[config.mk]
export PLATFORM = sky130hd
export DESIGN_NAME = acc_cpu_controller
export DESIGN_NICKNAME = d
export VERILOG_FILES = /design/src/rtl/cpu_pkg.sv /design/src/rtl/ctrl_decode.sv /design/src/rtl/acc_cpu_controller.sv
export SDC_FILE = /design/constraint.sdc
export NUM_CORES = 1
export LEC_CHECK = 0
export ABC_AREA = 1
export ABC_CLOCK_PERIOD_IN_PS = 2000
export CAP_MARGIN = 10
export CELL_PAD_IN_SITES_DETAIL_PLACEMENT = 2
export CELL_PAD_IN_SITES_GLOBAL_PLACEMENT = 2
export CORE_MARGIN = 2
export CORE_UTILIZATION = 25
export CTS_CLUSTER_SIZE = 40
export DETAILED_ROUTE_END_ITERATION = 6
export PLACE_DENSITY_LB_ADDON = 0.2
export SLEW_MARGIN = 0
export SYNTH_ARGS = -nofsm -noshare
export SYNTH_HDL_FRONTEND = slang
export SYNTH_HIERARCHICAL = 1
export SYNTH_SLANG_ARGS = --single-unit
[constraint.sdc]
create_clock -name clk -period 2 [get_ports clk]
set_clock_uncertainty 0.1 [all_clocks]
set_input_delay 0.3 -clock clk [delete_from_list [all_inputs] [get_ports clk]]
set_output_delay 0.3 -clock clk [all_outputs]
set_load 0.01 [all_outputs]
[src/rtl/cpu_pkg.sv]
// Shared opcodes, FSM states, instruction classes and ALU/skip encodings
// for the accumulator CPU controller.
package cpu_pkg;

  localparam logic [3:0] OP_ADD   = 4'h0;
  localparam logic [3:0] OP_HALT  = 4'h1;
  localparam logic [3:0] OP_LOAD  = 4'h2;
  localparam logic [3:0] OP_STORE = 4'h3;
  localparam logic [3:0] OP_CLEAR = 4'h4;
  localparam logic [3:0] OP_SKIP  = 4'h5;
  localparam logic [3:0] OP_JUMP  = 4'h6;
  localparam logic [3:0] OP_ADDI  = 4'h7;

  localparam logic [3:0] ALU_ADD = 4'b0010;

  localparam logic [2:0] SK_ZERO = 3'b010;
  localparam logic [2:0] SK_NEG  = 3'b000;
  localparam logic [2:0] SK_POS  = 3'b100;

  typedef enum logic [3:0] {
    IDLE, F0, F1, F2, D, M0, M1, M2, X, S0, HALTED
  } state_t;

  // What the decode state does next; CL_NOP covers the illegal opcodes.
  typedef enum logic [2:0] {
    CL_MEM, CL_STORE, CL_CLEAR, CL_SKIP, CL_JUMP, CL_ADDI, CL_HALT, CL_NOP
  } iclass_t;

endpackage

[src/rtl/ctrl_decode.sv]
// Combinational instruction decode: class, skip condition, ADDI immediate
// and illegal-opcode flag.
module ctrl_decode import cpu_pkg::*; #(
  parameter int DATA_WIDTH = 32
) (
  input  logic [DATA_WIDTH-1:0] ir,
  input  logic [DATA_WIDTH-1:0] ac,
  output iclass_t               iclass,
  output logic                  skip_taken,
  output logic [DATA_WIDTH-1:0] imm_sext,
  output logic                  illegal
);

  logic [3:0] op;
  logic       ac_neg, ac_zero, cond;
  logic       unused_ir;

  assign op        = ir[DATA_WIDTH-1 -: 4];
  assign ac_neg    = ac[DATA_WIDTH-1];
  assign ac_zero   = (ac == '0);
  assign illegal   = op[3];
  assign imm_sext  = {{(DATA_WIDTH-8){ir[27]}}, ir[27:20]};
  assign unused_ir = ^ir[19:3];

  always_comb begin
    iclass = CL_NOP;
    case (op)
      OP_ADD, OP_LOAD: iclass = CL_MEM;
      OP_STORE:        iclass = CL_STORE;
      OP_CLEAR:        iclass = CL_CLEAR;
      OP_SKIP:         iclass = CL_SKIP;
      OP_JUMP:         iclass = CL_JUMP;
      OP_ADDI:         iclass = CL_ADDI;
      OP_HALT:         iclass = CL_HALT;
      default:         iclass = CL_NOP;
    endcase
  end

  // Unlisted skip codes never skip.
  always_comb begin
    cond = 1'b0;
    case (ir[2:0])
      SK_ZERO: cond = ac_zero;
      SK_NEG:  cond = ac_neg;
      SK_POS:  cond = !ac_neg && !ac_zero;
      default: cond = 1'b0;
    endcase
  end

  assign skip_taken = (op == OP_SKIP) && cond;

endmodule

[src/rtl/acc_cpu_controller.sv]
// Fetch/decode/execute controller for the accumulator CPU: owns PC/IR/MBR/AC
// and drives sync-RAM controls and ALU operands with registered outputs.
module acc_cpu_controller import cpu_pkg::*; #(
  parameter int                    ADDR_WIDTH = 28,
  parameter int                    DATA_WIDTH = 32,
  parameter logic [ADDR_WIDTH-1:0] RESET_PC   = 'h100
) (
  input  logic                  clk,
  input  logic                  rst_n,
  input  logic                  start,
  output logic [ADDR_WIDTH-1:0] mem_addr,
  output logic                  mem_cs,
  output logic                  mem_we,
  output logic                  mem_oe,
  output logic [DATA_WIDTH-1:0] mem_wdata,
  input  logic [DATA_WIDTH-1:0] mem_rdata,
  output logic [31:0]           alu_left,
  output logic [31:0]           alu_right,
  output logic [3:0]            alu_ctrl,
  input  logic [31:0]           alu_out,
  output logic                  busy,
  output logic                  halted,
  output logic                  illegal,
  output logic [ADDR_WIDTH-1:0] pc_dbg,
  output logic [DATA_WIDTH-1:0] ac_dbg
);

  state_t                state, state_n;
  logic [ADDR_WIDTH-1:0] pc, pc_n;
  logic [DATA_WIDTH-1:0] ir, mbr, ac;
  logic [3:0]            op;

  iclass_t               iclass;
  logic                  skip_taken, dec_illegal;
  logic [DATA_WIDTH-1:0] imm_sext;

  ctrl_decode #(.DATA_WIDTH(DATA_WIDTH)) u_dec (
    .ir        (ir),
    .ac        (ac),
    .iclass    (iclass),
    .skip_taken(skip_taken),
    .imm_sext  (imm_sext),
    .illegal   (dec_illegal)
  );

  assign op        = ir[DATA_WIDTH-1 -: 4];
  assign alu_left  = ac;
  assign alu_right = (op == OP_ADDI) ? imm_sext : mbr;
  assign alu_ctrl  = ALU_ADD;
  assign pc_dbg    = pc;
  assign ac_dbg    = ac;

  always_comb begin
    state_n = state;
    pc_n    = pc;
    case (state)
      IDLE, HALTED: if (start) begin
        state_n = F0;
        pc_n    = RESET_PC;
      end
      F0: state_n = F1;
      F1: state_n = F2;
      F2: begin
        state_n = D;
        pc_n    = pc + 1'b1;
      end
      D: begin
        state_n = F0;
        case (iclass)
          CL_MEM:   state_n = M0;
          CL_STORE: state_n = S0;
          CL_ADDI:  state_n = X;
          CL_HALT:  state_n = HALTED;
          CL_JUMP:  pc_n = ir[ADDR_WIDTH-1:0];
          CL_SKIP:  if (skip_taken) pc_n = pc + 1'b1;
          default:  state_n = F0;
        endcase
      end
      M0: state_n = M1;
      M1: state_n = M2;
      M2: state_n = (op == OP_ADD) ? X : F0;
      X:  state_n = F0;
      S0: state_n = F0;
      default: state_n = IDLE;
    endcase
  end

  always_ff @(posedge clk or negedge rst_n) begin
    if (!rst_n) begin
      state     <= IDLE;
      pc        <= RESET_PC;
      ir        <= '0;
      mbr       <= '0;
      ac        <= '0;
      mem_addr  <= '0;
      mem_cs    <= 1'b0;
      mem_we    <= 1'b0;
      mem_oe    <= 1'b0;
      mem_wdata <= '0;
      busy      <= 1'b0;
      halted    <= 1'b0;
      illegal   <= 1'b0;
    end else begin
      state  <= state_n;
      pc     <= pc_n;
      busy   <= !(state_n inside {IDLE, HALTED});
      halted <= (state_n == HALTED);

      if (state == F2) ir <= mem_rdata;
      if (state == M2) begin
        if (op == OP_ADD) mbr <= mem_rdata;
        else              ac  <= mem_rdata;
      end
      if (state == D && iclass == CL_CLEAR) ac <= '0;
      if (state == X) ac <= alu_out;

      if ((state == IDLE || state == HALTED) && start) illegal <= 1'b0;
      else if (state == D && dec_illegal)              illegal <= 1'b1;

      // Controls are set for the state being entered so they are valid
      // for the whole of that state.
      mem_cs <= 1'b0;
      mem_we <= 1'b0;
      mem_oe <= 1'b0;
      case (state_n)
        F0: begin
          mem_addr <= pc_n;
          mem_cs   <= 1'b1;
          mem_oe   <= 1'b1;
        end
        F1, M1: begin
          mem_cs <= 1'b1;
          mem_oe <= 1'b1;
        end
        M0: begin
          mem_addr <= ir[ADDR_WIDTH-1:0];
          mem_cs   <= 1'b1;
          mem_oe   <= 1'b1;
        end
        S0: begin
          mem_addr  <= ir[ADDR_WIDTH-1:0];
          mem_wdata <= ac;
          mem_cs    <= 1'b1;
          mem_we    <= 1'b1;
        end
        default: ;
      endcase
    end
  end

endmodule

==> Yosys cells after proc, flatten, opt, wreduce, memory -nomap -nowiden <==
Memory sizes are Yosys's and may differ from the RTL's.
Index checks and enable logic that the tools add are counted.
{ "totals": {"ff_bits": 194, "romBits": 24, "input_bits": 67, "word_cells": 89, "mem_count": 1} }
{ "mem_list": {"columns": ["memory", "words", "word_bits", "read_ports", "rd_ports_with_merged_regs", "write_ports", "line_no", "text"], "rows": [
  ["(no name shown)", 8, 3, 1, 0, 0, "ctrl_decode.sv:27", "case (op)"]
]} }
{ "classes": {"addsub": 1, "eq_ne": 27, "n_mux": 21, "n_reduce_logical": 26} }
{ "op_table": {"columns": ["cell", "count"], "rows": [
  ["2-to-1 mux 32 bit", 5],
  ["one-hot mux 28 bit (2 select lines)", 2],
  ["one-hot mux 28 bit (3 select lines)", 1],
  ["2-to-1 mux 28 bit", 2],
  ["one-hot mux 4 bit (9 select lines)", 1],
  ["== test 4 x 3 -> 1 bit, second input constant", 8],
  ["zero test 32 bit", 1],
  ["adder 28 x 1 -> 28 bit, second input constant", 1],
  ["== test 4 bit, second input constant", 5],
  ["one-hot mux 4 bit (4 select lines)", 1],
  ["== test 3 bit, second input constant", 4],
  ["== test 4 x 2 -> 1 bit, second input constant", 3],
  ["zero test 4 bit", 3],
  ["== test 3 x 2 -> 1 bit, second input constant", 3],
  ["== test 4 x 1 -> 1 bit, second input constant", 2],
  ["2-to-1 mux 4 bit", 2],
  ["zero test 3 bit", 2],
  ["nonzero test 2 bit", 3],
  ["OR reduction 2 bit", 3],
  ["logical AND 1 bit", 5],
  ["2-to-1 mux 1 bit", 5],
  ["OR reduction 5 bit", 1],
  ["AND reduction 2 bit", 2],
  ["OR reduction 4 bit", 1],
  ["7 further kinds", 9]
]} }

==> Depth between registers and ports, before layout <==
{ "depth": {"ltp_word": 9, "depth_mapped": 21} }

==> Hierarchy <==
Netlist, hierarchy kept.
{ "modules_own_cells": {"columns": ["mod", "instances", "cells_each", "area_each_um2", "seq_area_each_um2"], "rows": [
  ["acc_cpu_controller", 1, 1364, 10214.8, 4855.9],
  ["ctrl_decode", 1, 101, 529.3, 0.0]
]} }

==> Worst setup path after synthesis <==
OpenSTA, ideal clock, no wires.
{ "synth_path": {"path_type": "reg-to-reg", "from": "register ir[29]", "to": "register mem_addr[18]", "setup_time_ps": 117, "arrival_ps": 1970, "slack_ps": -187, "path_stages_with_launch": 15, "path_buffers": 2, "synth_period_minus_slack_ps": 2187, "cell_sequence": "dfrtp_1 nor2_1 o21ai_0 inv_2 nand3_1 nor2_1 a21oi_1 nand2_1 nor2_2 buf_6 nand2_4 buf_6 or2_0 nand3_1 nand2_1"} }
{ "synth_via": {"elab_chain_len": 8, "word_cells_on_any_way": 23, "cone_classes": "eq/ne: 9; mux: 8; reduce/logical: 5; memory: 1"} }
{ "synth_rtl": {"columns": ["element", "line_no", "text"], "rows": [
  ["from (decl)", "acc_cpu_controller.sv:30", "logic [DATA_WIDTH-1:0] ir, mbr, ac;"],
  ["from (signal assigned)", "acc_cpu_controller.sv:109", "if (state == F2) ir <= mem_rdata;"],
  ["memory read (8 x 3 bit) (*)", null, null],
  ["2-to-1 mux 3 bit (*)", "ctrl_decode.sv:27", null],
  ["net iclass[0]", "acc_cpu_controller.sv:33", "iclass_t iclass;"],
  ["== test 3 bit, or another cell as far along", "acc_cpu_controller.sv:69", "case (iclass)"],
  ["one-hot mux 4 bit (4 select lines) (*)", "acc_cpu_controller.sv:69", null],
  ["one-hot mux 4 bit (9 select lines) (*)", "acc_cpu_controller.sv:56", "case (state)"],
  ["net state_n[1]", "acc_cpu_controller.sv:28", "state_t state, state_n;"],
  ["== test 4 bit or == test 4 x 3 -> 1 bit (tied branches)", "acc_cpu_controller.sv:125", "case (state_n)"],
  ["OR reduction 2 bit (no source line)", null, null],
  ["one-hot mux 28 bit (2 select lines) or nonzero test 2 bit (tied branches)", null, null],
  ["to (signal assigned)", "acc_cpu_controller.sv:127", "mem_addr <= pc_n;"],
  ["to (signal assigned)", "acc_cpu_controller.sv:136", "mem_addr <= ir[ADDR_WIDTH-1:0];"],
  ["to (signal assigned)", "acc_cpu_controller.sv:141", "mem_addr <= ir[ADDR_WIDTH-1:0];"],
  ["to (decl)", "acc_cpu_controller.sv:11", "output logic [ADDR_WIDTH-1:0] mem_addr,"]
]} }
Mark *: on every way through the listed nets, which the timed path passes. The rest lies on a longest branch.
A chain may end at the register's enable or synchronous reset.

==> Final worst setup path <==
{ "layout_path": {"from": "register ac[27], in the netlist ac_dbg[27]", "to": "register pc[17], in the netlist pc_dbg[17]"} }
{ "layout_via": {"elab_chain_len": 8} }
{ "layout_rtl": {"columns": ["element", "line_no", "text"], "rows": [
  ["from (decl)", "acc_cpu_controller.sv:30", null],
  ["from (signal assigned)", "acc_cpu_controller.sv:112", "else ac <= mem_rdata;"],
  ["from (signal assigned)", "acc_cpu_controller.sv:115", "if (state == X) ac <= alu_out;"],
  ["zero test 32 bit (*)", "ctrl_decode.sv:20", "assign ac_zero = (ac == '0);"],
  ["zero test 1 bit", "ctrl_decode.sv:45", "SK_POS: cond = !ac_neg && !ac_zero;"],
  ["logical AND 1 bit", "ctrl_decode.sv:45", null],
  ["one-hot mux 1 bit (3 select lines) (*)", "ctrl_decode.sv:42", "case (ir[2:0])"],
  ["logical AND 1 bit (*)", "ctrl_decode.sv:50", "assign skip_taken = (op == OP_SKIP) && cond;"],
  ["net skip_taken", "acc_cpu_controller.sv:34", "logic skip_taken, dec_illegal;"],
  ["2-to-1 mux 28 bit (*)", "acc_cpu_controller.sv:75", "CL_SKIP: if (skip_taken) pc_n = pc + 1'b1;"],
  ["one-hot mux 28 bit (2 select lines) (*)", "acc_cpu_controller.sv:69", null],
  ["one-hot mux 28 bit (3 select lines) (*)", "acc_cpu_controller.sv:56", null],
  ["net pc_n[17]", "acc_cpu_controller.sv:29", "logic [ADDR_WIDTH-1:0] pc, pc_n;"],
  ["to (signal assigned)", "acc_cpu_controller.sv:105", "pc <= pc_n;"],
  ["to (decl)", "acc_cpu_controller.sv:29", null]
]} }
Marks and branches as above.

==> flow_metrics.py <==
metrics = {
    "floorplan": {
        "rows": 75,
        "initial_core_util": 0.254,
        "die_h_microns": 211,
        "ios": 261,
        "die_area_sq_um": 44600,
        "core_area_sq_um": 42200,
        "die_x_microns": 211,
    },
    "placed_design": {
        "io_buffers": 256,
        "dpl.hpwl_microns": 37200,
        "place_inst": 2347,
        "place.gp.congestion": 0.868,
        "dp_slack_ns": -0.623,
    },
    "timing": {
        "setup_ws_ns": -0.588,
        "fmax_ghz": 0.386,
        "post-route-period-util": 1.29,
        "grt_setup_unrepaired": "true",
        "max_slew_margin": 0.600,
        "hold_viol": 0,
        "fin_crit_ns": 2.59,
        "maxSlewViolCount": 0,
        "setup_viol": 164,
        "worst_pin_slew_ns": 0.600,
    },
    "route": {
        "vias": 11759,
        "wl_microns": 56900,
        "drt_iter0_drc": 512,
        "ant_nets": 0,
        "drc": 0,
        "wire_per_inst_microns": 23.1,
        "first_pass_iters": 5,
        "viasPerCell": 4.77,
    },
    "clock_tree": {
        "cts_tree": "built",
        "cts_buffer_depth": 2,
        "clock_sinks": 194,
        "clk_pin_slew_ns": 0.09,
        "clk_latency_ns": 0.49,
        "cts_max_level": 4,
        "cts_root_buffer": "clkbuf_16",
        "cts_buffers": 17,
    },
    "synth": {
        "synth-seq-cells": 194,
        "synthDistinctLibCells": 35,
        "syn_area_per_cell_sq_um": 7.33,
        "ys_seq_area_frac": 0.452,
        "ys.warnings.count": 6,
        "synth_edf_count": 0,
        "synth_flop_cell": "dfrtp_1",
        "synth_area_sq_um": 10700,
        "async_reset_ff_frac": 1.00,
        "syn_inst": 1465,
    },
    "power_and_ir_drop": {
        "ir_drop_uv": 849,
        "p_leak_uw": 0.00854,
        "p_per_area_nw_per_um2": 1640,
        "power_uw": 28800,
    },
    "finish": {
        "areaGrowthSynthToFinish_pct": 63.9,
        "final_common_cell": "nand2_1",
        "nets": 1982,
        "final_cells": 2466,
        "final_cell_mix": "nand2_1, buf_4, clkdlybuf4s50_1",
        "drive_gt1_frac": 0.299,
        "antennaDiodeCount": 0,
    },
    "setup_path": {
        "crit_chain": "nor2_2, nand4_1, nor2_4, nand2_2, nand3_2, nand3_4, nand2_4, inv_6, inv_8, nand2_8, nand2_8, buf_8, buf_6, nor3_4, nor2_1, nand2_1, buf_4",
        "cp-start-kind": "register",
        "required_ns": 2.29,
        "cp_common_cell": "nand2_8",
        "worstPathArrival_ns": 2.87,
        "endpoint_kind": "register",
        "crit_type": "reg2reg",
        "worstPathMaxFanout": 8,
        "critPathSlowestCell": "dfrtp_1",
        "critPathMaxStageDelay_ns": 0.41,
    },
    "worst_hold_path": {
        "hold_class": "in2async",
    },
    "global_routing": {
        "grt.overflow.total": 0,
        "grt_max_degree": 65,
        "grt_pass1_vias": 12802,
        "antenna_found_initial": 0,
        "gr-usage-all-layers": 0.233,
        "grt_pass1_wl_microns": 78000,
    },
    "run_status": {
        "violations": "setup timing",
        "status": "finished with violations",
    },
    "job": {
        "max_cap_viol_count": 0,
    },
}
[cell usage after synthesis, types with 2 or more instances]
cell type | number | share of area
inv_2 | 4 | 0.0014
nor2_1 | 121 | 0.042
buf_6 | 3 | 0.0031
nand4_1 | 11 | 0.0064
nand2_1 | 433 | 0.15
and2_1 | 2 | 0.0012
nand3b_1 | 2 | 0.0014
a31oi_1 | 3 | 0.0017
inv_1 | 174 | 0.061
dfrtp_1 | 193 | 0.45
buf_2 | 19 | 0.0089
buf_4 | 71 | 0.050
conb_1 | 2 | 0.00070
nand2_4 | 2 | 0.0021
nor3_1 | 15 | 0.0070
o21ai_0 | 205 | 0.095
nand2_2 | 3 | 0.0017
a21oi_1 | 33 | 0.015
or2_0 | 4 | 0.0023
clkbuf_1 | 33 | 0.012
nand3_1 | 78 | 0.036
or2_2 | 2 | 0.0012
o21ai_1 | 2 | 0.00093
nor2_2 | 8 | 0.0047
mux2_2 | 32 | 0.034
[worst paths after layout]
kind	from	endpoint	slack, ns	depth (start not counted)
max	ac_dbg[27]	pc_dbg[17]	-0.59	17
min	rst_n	mem_oe	0.29	2
max reg2reg	ac_dbg[27]	pc_dbg[17]	-0.59	17
min reg2reg	mem_addr[4]	mem_addr[4]	0.38	2
max in group asynchronous	rst_n	ir[28]	0.83	3
min in group clk	mem_rdata[14]	ir[14]	0.35	3
[sequential cells by signal, summed over array words and instances, names as in the netlist]
signal and count:
ir 32, busy 1, mbr 32, mem_oe 1, mem_cs 1, ac_dbg 32, pc_dbg 28, halted 1
mem_addr 28, state 4, mem_we 1, mem_wdata 32, illegal 1
[critical path, delay by kind of cell (launching register included)]
family                 cells  cell delay [ns]
buffers and inverters      5             0.55
DFF                        1             0.41
and+or+nand+nor           12             1.42
[power breakdown]
| part | internal [uW] | switching [uW] |
|---|---|---|
| Clock | 1910 | 1820 |
| Sequential | 5540 | 1400 |
| Combinational | 8590 | 9550 |
[metrics by stage]
step	utilization	cell area [sq um]	setup TNS, ns	hold slack, ns
after detailed placement	0.356	15000	-49.10	0.254
after global placement	0.356	15000	-44.17	0.246
after global routing	0.417	17600	-74.94	0.317
after CTS	0.395	16700	-39.75	0.311
final	0.417	17600	-56.33	0.293
after floorplan	-	10800	-0.389	-0.0956
[metal layers]
layer	vias to the layer above	part of all wire	track usage
li1	5456	-	-
met1	5957	0.42	0.285
met2	256	0.52	0.419
met3	90	0.035	0.0402
met4	0	0.030	0.0653
met5	-	0	0
[cell type report]
cell class	instances	area, sq um
multi-input cells	970	5270
flip-flops and latches	194	4860
repair buffers	552	5480
clock inverters	12	146
inverters	178	717
well taps	539	674
clock buffers	20	447
fillers	4760	24600
repair inverters	1	11.3
[kinds of logic after synthesis]
logic type,synth area share
compound gates,0.117
xor+xnor,0.000815
fa+ha+maj,0.00116
buf+inv,0.135
flops,0.452
mux,0.0335
other cells,0.000699
simple gates,0.259
[timing repair]
action,in CTS,in global routing
gates resized for setup,308,174
setup endpoints to repair,164,200
buffers inserted,41,27
gates cloned,9,14
pin swaps,48,64
endpoints found under the hold margin,43,0
hold buffers,1,0
Power figures use the tool's default switching activity.
